$ cat config.mk
export PLATFORM = sky130hd
export DESIGN_NAME = raster_be_dispatch
export DESIGN_NICKNAME = d
export VERILOG_FILES = /design/src/rtl/VX_raster_pkg.sv /design/src/rtl/VX_rr_arbiter.sv /design/src/rtl/raster_be_dispatch.sv
export SDC_FILE = /design/constraint.sdc
export NUM_CORES = 1
export LEC_CHECK = 0
export CAP_MARGIN = 10
export CORE_AREA = 5 5 171 173
export DETAILED_ROUTE_END_ITERATION = 16
export DIE_AREA = 0 0 176 178
export PLACE_DENSITY = 0.73
export SYNTH_ARGS = -nofsm -noshare
export SYNTH_HDL_FRONTEND = slang
export SYNTH_SLANG_ARGS = --single-unit
$ cat constraint.sdc
create_clock -name clk -period 4.9 [get_ports clk]
set_clock_uncertainty 0.15 [all_clocks]
set_input_delay 0.735 -clock clk [delete_from_list [all_inputs] [get_ports clk]]
set_output_delay 0.735 -clock clk [all_outputs]
set_load 0.1 [all_outputs]
$ cat src/rtl/VX_raster_pkg.sv
// Shared raster back-end types: the block payload handed to the block
// evaluators and the dispatch FSM state encoding.
package VX_raster_pkg;

  localparam int VX_RASTER_DIM_BITS = 8;
  localparam int VX_RASTER_PID_BITS = 8;
  localparam int RASTER_DATA_BITS   = 16;

  typedef struct packed {
    logic [VX_RASTER_DIM_BITS-1:0]   xloc;
    logic [VX_RASTER_DIM_BITS-1:0]   yloc;
    logic [VX_RASTER_DIM_BITS-1:0]   xmin;
    logic [VX_RASTER_DIM_BITS-1:0]   xmax;
    logic [VX_RASTER_DIM_BITS-1:0]   ymin;
    logic [VX_RASTER_DIM_BITS-1:0]   ymax;
    logic [VX_RASTER_PID_BITS-1:0]   pid;
    logic [8:0][RASTER_DATA_BITS-1:0] edges;
  } block_t;

  localparam int BLOCK_BITS = $bits(block_t);

  typedef enum logic [1:0] {
    ST_IDLE,
    ST_RUN,
    ST_DRAIN,
    ST_DONE
  } dispatch_state_e;

endpackage

$ cat src/rtl/VX_rr_arbiter.sv
// Round-robin arbiter: grants the first requester at or after rr_ptr; the
// pointer moves past the granted requester only when the grant is consumed.
module VX_rr_arbiter #(
  parameter int NUM_REQS = 4
) (
  input  logic                clk,
  input  logic                reset,
  input  logic [NUM_REQS-1:0] requests,
  input  logic                unlock,
  output logic                grant_valid,
  output logic [NUM_REQS-1:0] grant_onehot
);

  localparam int IDX_W = (NUM_REQS > 1) ? $clog2(NUM_REQS) : 1;
  localparam logic [IDX_W:0] NUM_W = (IDX_W+1)'(NUM_REQS);

  logic [IDX_W-1:0]    rr_ptr;
  logic [IDX_W-1:0]    offset;
  logic [IDX_W-1:0]    grant_index;
  logic [NUM_REQS-1:0] req_rot;
  logic [IDX_W:0]      idx_sum;
  logic [IDX_W:0]      next_sum;

  // Rotating the requests puts rr_ptr at bit 0, so a plain priority pick works.
  assign req_rot     = NUM_REQS'({requests, requests} >> rr_ptr);
  assign grant_valid = |requests;

  // NOTE: every variable gets a default at the top of always_comb so no path can infer a latch.
  always_comb begin
    offset = '0;
    for (int i = NUM_REQS - 1; i >= 0; i--) begin
      if (req_rot[i]) offset = IDX_W'(i);
    end
    idx_sum = {1'b0, rr_ptr} + {1'b0, offset};
    if (idx_sum >= NUM_W) idx_sum = idx_sum - NUM_W;
    grant_index = idx_sum[IDX_W-1:0];
    next_sum    = idx_sum + (IDX_W+1)'(1);
    grant_onehot = '0;
    if (grant_valid) grant_onehot[grant_index] = 1'b1;
  end

  // NOTE: sequential state is written with non-blocking assignments only.
  always_ff @(posedge clk or negedge reset) begin
    if (!reset) begin
      rr_ptr <= '0;
    end else if (unlock && grant_valid) begin
      rr_ptr <= (next_sum == NUM_W) ? '0 : next_sum[IDX_W-1:0];
    end
  end

endmodule

$ cat src/rtl/raster_be_dispatch.sv
// Block dispatcher: registers each incoming raster block once, hands it to a
// ready BE lane in round-robin order and tracks batch start/drain/done.
module raster_be_dispatch
  import VX_raster_pkg::*;
#(
  parameter int NUM_BES       = 4,
  parameter int SETTLE_CYCLES = 2
) (
  input  logic                  clk,
  input  logic                  reset,
  input  logic                  start_in,
  input  logic                  valid_in,
  input  logic                  last_in,
  input  logic [BLOCK_BITS-1:0] block_in,
  output logic                  ready_in,
  output logic [NUM_BES-1:0]    be_valid_out,
  output logic [BLOCK_BITS-1:0] be_block_out,
  input  logic [NUM_BES-1:0]    be_ready_in,
  input  logic [NUM_BES-1:0]    be_busy_in,
  output logic                  busy_out,
  output logic                  done_out,
  output logic [31:0]           perf_stalls_out
);

  localparam int SETTLE_W = (SETTLE_CYCLES > 1) ? $clog2(SETTLE_CYCLES) : 1;
  localparam logic [SETTLE_W-1:0] SETTLE_LAST = SETTLE_W'(SETTLE_CYCLES - 1);

  dispatch_state_e       state;
  dispatch_state_e       state_next;
  logic                  in_run;
  logic                  stage_valid;
  logic [BLOCK_BITS-1:0] stage_block;
  logic                  last_pending;
  logic [SETTLE_W-1:0]   settle_cnt;
  logic                  grant_valid;
  logic [NUM_BES-1:0]    grant_onehot;
  logic                  stage_fire;
  logic                  in_fire;
  logic                  lanes_idle;

  VX_rr_arbiter #(
    .NUM_REQS (NUM_BES)
  ) lane_arb (
    .clk          (clk),
    .reset        (reset),
    .requests     (be_ready_in),
    .unlock       (stage_fire),
    .grant_valid  (grant_valid),
    .grant_onehot (grant_onehot)
  );

  assign stage_fire   = stage_valid && grant_valid;
  assign ready_in     = in_run && !last_pending && (!stage_valid || stage_fire);
  assign in_fire      = valid_in && ready_in;
  assign be_valid_out = stage_valid ? grant_onehot : '0;
  assign be_block_out = stage_block;
  assign lanes_idle   = !stage_valid && (be_busy_in == '0);

  always_ff @(posedge clk or negedge reset) begin
    if (!reset) state <= ST_IDLE;
    else        state <= state_next;
  end

  always_comb begin
    state_next = state;
    case (state)
      ST_IDLE:  if (start_in) state_next = ST_RUN;
      ST_RUN:   if (last_pending && (!stage_valid || stage_fire)) state_next = ST_DRAIN;
      ST_DRAIN: if (lanes_idle && settle_cnt == SETTLE_LAST) state_next = ST_DONE;
      ST_DONE:  state_next = ST_IDLE;
      default:  state_next = ST_IDLE;
    endcase
  end

  always_comb begin
    in_run   = (state == ST_RUN);
    busy_out = (state != ST_IDLE);
    done_out = (state == ST_DONE);
  end

  // NOTE: the payload register is reset too, so be_block_out reads 0 out of reset.
  always_ff @(posedge clk or negedge reset) begin
    if (!reset) begin
      stage_valid     <= 1'b0;
      stage_block     <= '0;
      last_pending    <= 1'b0;
      settle_cnt      <= '0;
      perf_stalls_out <= '0;
    end else begin
      if (in_fire) begin
        stage_valid <= 1'b1;
        stage_block <= block_in;
      end else if (stage_fire) begin
        stage_valid <= 1'b0;
      end

      last_pending <= in_run && (last_pending || (in_fire && last_in));

      // The settle window covers the cycle of BE pipe latency before busy rises.
      if (state != ST_DRAIN || !lanes_idle) settle_cnt <= '0;
      else if (settle_cnt != SETTLE_LAST)   settle_cnt <= settle_cnt + SETTLE_W'(1);

      if (stage_valid && !grant_valid && perf_stalls_out != '1)
        perf_stalls_out <= perf_stalls_out + 32'd1;
    end
  end

endmodule

==> out/qor.yml, run 1 <==
worst_setup_path:
  start_kind: "primary input"
  critPathArrivalTime_ns: 3.37
  worstPathRequired_ns: 4.01
  reg2reg_depth: 11
  path_class: "in -> out"
  crit_fanout: 5
  r2r_start: "lane_arb.rr_ptr[1]$_DFFE_PN0P_"
  regToRegEndpoint: "lane_arb.rr_ptr[1]$_DFFE_PN0P_"
  rrSetupSlack_ns: 2.22
  endpoint_kind: "primary output"
timing:
  fin_setup_tns_ns: 0
  finalMaxSlewViolations: 0
  fmax_mhz: 235.1
  fin_crit_sh: 0.8680
  finalCriticalPeriod_ns: 4.253
  worstMarginPinSlew_ns: 1.180
  rsz0062_at_grt: "no"
  relSlewSlack: 0.2099
  setup_viol: 0
  hold_viol: 0
yosys:
  ys_seq_area_frac: 0.6205
  synth_cell_types: 42
  synth_nets: 854
  yosysMostFrequentCell: "dfrtp_1"
  yosys_warnings: 0
  syn_inst: 632
  synth_top_cell_area_share: 0.6205
  synthFlopType: "dfrtp_1"
  synth_seq_cells: 239
  synth_area_um2: 9638
  synth_area_per_cell_um2: 15.25
  synth_top_cell_by_area: "dfrtp_1"
  synth_commonest_cells: "dfrtp_1, mux2_1, mux2_2"
  ys_top_cells_by_area: "dfrtp_1, mux2_1, mux2_2, buf_6, xnor2_1"
  async_reset_ff_frac: 1.000
  synth-edff-count: 0
clock_tree:
  cts_setup_buffers: 0
  cts_resized: 0
  cts_tree: "built"
  hold_buffers: 0
  clock_latency_ns: 0.53
  cts_buffers: 29
  htree_levels: 1
  cts_root_buf: "clkbuf_16"
  clock_path_buffers: 3
  path_clk_slew_ns: 0.06
  clock-sinks: 239
die:
  die_y_um: 178
  chipWidth_um: 176
  die-area_um2: 31330
  start_util: 0.3508
  core_um2: 27480
  rows: 61
  io_pins: 452
place:
  place.port_buffers: 451
  dp_hpwl_um: 22430
  place_congestion: 0.8030
flow_run:
  cap_violations: 0
grt:
  grt_usage: 0.1805
  grt_pass1_vias: 7470
  antenna_found_initial: 6
  grt.overflow.total: 0
  grt_max_degree: 111
  grt_pass1_wl_um: 44130
status:
  outcome: "finished, final reports clean"
drt:
  antenna_left: 0
  first_pass_iters: 4
  drc: 0
  wirelength_um: 29330
  routedWlPerCell_um: 20.06
  vias: 6869
  vias_per_cell: 4.698
  drt_iter0_markers: 300
cells_and_area:
  syn_to_final_growth_pct: 58.72
  fin_nets: 1315
  drive_gt1_frac: 0.08011
  fill_cells: 2318
hold_path:
  hp-class: "in -> async"
per-stage QoR:
stage                     setup WS [ns]  instance area, um2  std cells  utilization  hold slack, ns
final                            0.6468               15300       1462       0.5567         0.09486
after global routing             0.4557               15290       1460       0.5566          0.1279
after CTS                        0.6336               15280       1457       0.5563          0.1008
after detailed placement         0.6579               14400       1408       0.5241          0.3237
after global placement           0.7498               14400       1408       0.5241          0.3157
after floorplan                 0.07850                9638        632            -          0.2894
worst max-delay path, stage by stage:
cell and delay [ns]:
clkdlybuf4s50_1 0.60, nor2b_1 0.22, a21oi_1 0.07, o22ai_1 0.17
nor2_1 0.06, a21oi_1 0.19, ha_1 0.20, xnor2_1 0.07
and3_1 0.23, or2_2 0.31, ha_1 0.18, and2_1 0.17
buf_12 0.17
how the worst max path moves through the flow:
| stage | start | to | cells after the start |
|---|---|---|---|
| 6_report | be_ready_in[3] | be_valid_out[3] | 13 |
| 5_1_grt | be_ready_in[3] | be_valid_out[3] | 13 |
| 4_1_cts | be_ready_in[3] | be_valid_out[3] | 13 |
| 3_5_place_dp | be_ready_in[3] | be_valid_out[3] | 13 |
| 3_3_place_gp | be_ready_in[3] | be_valid_out[3] | 13 |
| 2_1_floorplan | be_ready_in[2] | be_valid_out[0] | 10 |
layout by cell type (no fill, tap or decap), drive strengths merged, types with 5 or more instances in the layout:
| cell type | n |
|---|---|
| diode | 5 |
| inv | 8 |
| nand2 | 19 |
| xor2 | 6 |
| nand4 | 13 |
| a21oi | 7 |
| nand3 | 15 |
| nor2b | 5 |
| and2 | 7 |
| buf | 12 |
| and3 | 9 |
| xnor2 | 24 |
| dfrtp | 239 |
| mux2 | 204 |
| clkdlybuf4s50 | 443 |
| nor2 | 10 |
| nor3 | 8 |
| clkbuf | 41 |
| ha | 9 |
routing by layer:
| metal | GRT usage | routed length [um] | vias up | part of all wire |
|---|---|---|---|---|
| met5 | 0 | 32 | - | 0.0011 |
| met3 | 0.06761 | 2757 | 60 | 0.094 |
| met2 | 0.3168 | 14860 | 287 | 0.51 |
| met1 | 0.2014 | 10820 | 3358 | 0.37 |
| met4 | 0.06563 | 861 | 6 | 0.029 |
| li1 | - | - | 3158 | - |
layout make-up:
type	instances	area [um2]	area share
Multi-Input combinational cell	362	3383	0.2212
Inverter	6	22.52	0.001472
Antenna cell	5	12.51	0.0008179
Timing Repair Buffer	455	4582	0.2995
Sequential cell	239	5981	0.3910
Clock buffer	41	830.8	0.05431
Tap cell	346	432.9	0.02830
Clock inverter	8	52.55	0.003435
sequential cells by signal (all words and copies together), names as in the netlist:
signal	cells
be_block_out	200
last_pending	1
settle_cnt	1
perf_stalls_out	32
lane_arb.rr_ptr	2
stage_valid	1
state	2
logic make-up (layout without fill, tap and decap cells):
group | Yosys count | in the layout | share of synthesized area
flip-flops | 239 | 239 | 0.6205
multiplexers | 205 | 205 | 0.2394
buffers and inverters | 31 | 510 | 0.02843
XOR/XNOR | 30 | 30 | 0.02726
AO/OA/AOI/OAI | 21 | 21 | 0.01584
AND/OR/NAND/NOR | 97 | 97 | 0.05686
other | 0 | 5 | 0
adder cells (fa/ha/maj) | 9 | 9 | 0.01168
Power of run 1 is not shown: default switching activity piles up to over one toggle a cycle in this logic, so the estimate is an artifact.
==> run 2: changes to the inputs <==
--- a/config.mk
+++ b/config.mk
@@ -6,10 +6,12 @@
 export NUM_CORES = 1
 export LEC_CHECK = 0
 export CAP_MARGIN = 10
-export CORE_AREA = 5 5 171 173
+export CORE_MARGIN = 5
+export CORE_UTILIZATION = 32
 export DETAILED_ROUTE_END_ITERATION = 16
-export DIE_AREA = 0 0 176 178
-export PLACE_DENSITY = 0.73
+export PLACE_DENSITY = 0.68
+export REMOVE_ABC_BUFFERS = 1
+export SETUP_SLACK_MARGIN = 0.15
 export SYNTH_ARGS = -nofsm -noshare
 export SYNTH_HDL_FRONTEND = slang
 export SYNTH_SLANG_ARGS = --single-unit
==> out/qor.yml, run 2 (synthesized netlist as in run 1, its figures left out) <==
cells_and_area:
  syn_to_final_growth_pct: 59.38
  final_cell_mix: "clkdlybuf4s50_1, dfrtp_1, mux2_1"
  final_common_cell: "clkdlybuf4s50_1"
  largest_reg_flops: 200
  drive_gt1_frac: 0.07671
  fin_nets: 1315
  fill_cells: 2608
die:
  io_pins: 452
  die_y_um: 183.5
  die-area_um2: 33690
  rows: 63
  core_um2: 29720
  chipWidth_um: 183.5
  start_util: 0.3243
drt:
  drt_iter0_markers: 214
  wirelength_um: 28320
  vias: 6817
  routedWlPerCell_um: 18.87
  vias_per_cell: 4.542
  first_pass_iters: 4
  antenna_left: 0
  drc: 0
timing:
  worstMarginPinSlew_ns: 1.086
  setup_viol: 0
  relSlewSlack: 0.2739
  fin_crit_sh: 0.8681
  hold_viol: 0
  fin_ws_ns: 0.6463
  rsz0062_at_grt: "no"
  finalCriticalPeriod_ns: 4.254
  finalMaxSlewViolations: 0
  fmax_mhz: 235.1
worst_setup_path:
  critPathArrivalTime_ns: 3.37
  slowest_stage: "clkdlybuf4s50_1"
  cp_top_family: "simple AND/OR/NAND/NOR gates"
  crit_fanout: 5
  endpoint_kind: "primary output"
  path_cells: "clkdlybuf4s50_1 > nor2b_1 > a21oi_1 > o22ai_1 > nor2_1 > a21oi_1 > ha_1 > xnor2_1 > and3_1 > or2_2 > ha_1 > and2_1 > buf_12"
  slowest_delay_ns: 0.62
  worstPathRequired_ns: 4.01
  startpoint: "be_ready_in[3]"
  critPathBufInv: 2
  start_kind: "primary input"
  path_class: "in -> out"
  r2r_start: "lane_arb.rr_ptr[1]$_DFFE_PN0P_"
grt:
  grt.overflow.total: 0
  grt_usage: 0.1586
  grt_pass1_wl_um: 43010
  grt_pass1_vias: 7264
  antenna_found_initial: 3
  grt_max_degree: 117
place:
  dp_hpwl_um: 21540
  place_congestion: 0.7447
  place_ws_ns: 0.6294
  place.port_buffers: 451
clock_tree:
  clock_latency_ns: 0.52
  cts_buffers: 27
  cts_resized: 0
  htree_levels: 1
  cts_root_buf: "clkbuf_16"
  clock-sinks: 239
  clock_path_buffers: 3
  cts_setup_buffers: 0
  cts_tree: "built"
  hold_buffers: 0
  path_clk_slew_ns: 0.06
hold_path:
  hp-class: "in -> async"
status:
  outcome: "finished, final reports clean"
flow_run:
  cap_violations: 0
==> run 2: cell types whose count changed in the layout (fill, tap and decap cells not counted), sizes merged, moves of 2 or more <==
cell	delta
clkbuf	-4
bufinv	+3
clkdlybuf4s50	+2
clkinvlp	-2
diode	-2
==> run 2: final timing paths <==
check	to	slack, ns	depth (start not counted)
setup / recovery	be_valid_out[3]	0.65	13
hold / removal	be_block_out[5]$_DFFE_PN0P_	0.11	1
setup reg to reg	lane_arb.rr_ptr[1]$_DFFE_PN0P_	2.22	11
hold reg to reg	be_block_out[80]$_DFFE_PN0P_	0.33	1
max in group asynchronous	be_block_out[126]$_DFFE_PN0P_	3.36	2
min in group clk	be_block_out[80]$_DFFE_PN0P_	0.33	1
==> run 2: layer usage <==
metal / GRT usage / wire, um / up-vias
li1: - / - / 3162
met1: 0.1913 / 10760 / 3334
met2: 0.2746 / 14280 / 273
met3: 0.04986 / 2560 / 48
met4: 0.04350 / 719 / 0
met5: 0 / 0 / -
==> run 2: final cells by class <==
class	instances	area [um2]	share of cell area
inverter	6	22.52	0.001466
sequential	239	5981	0.3893
clock buffer	37	763.2	0.04969
clock inverter	7	113.9	0.007412
timing repair buffer	457	4602	0.2996
antenna	3	7.507	0.0004887
multi-input combinational	362	3383	0.2202
tap	390	488.0	0.03177
==> run 2: stage by stage <==
step	TNS (ns)	hold slack [ns]	std cells	utilization	cell area, um2
final	0	0.1126	1501	0.5169	15360
after global routing	0	0.1856	1501	0.5169	15360
after CTS	0	0.1720	1498	0.5167	15350
after detailed placement	0	0.3237	1454	0.4871	14480
after global placement	0	0.3159	1454	0.4871	14480
after floorplan	-662.19	0.2894	607	-	9387
Power of run 2 is left out for the same reason.
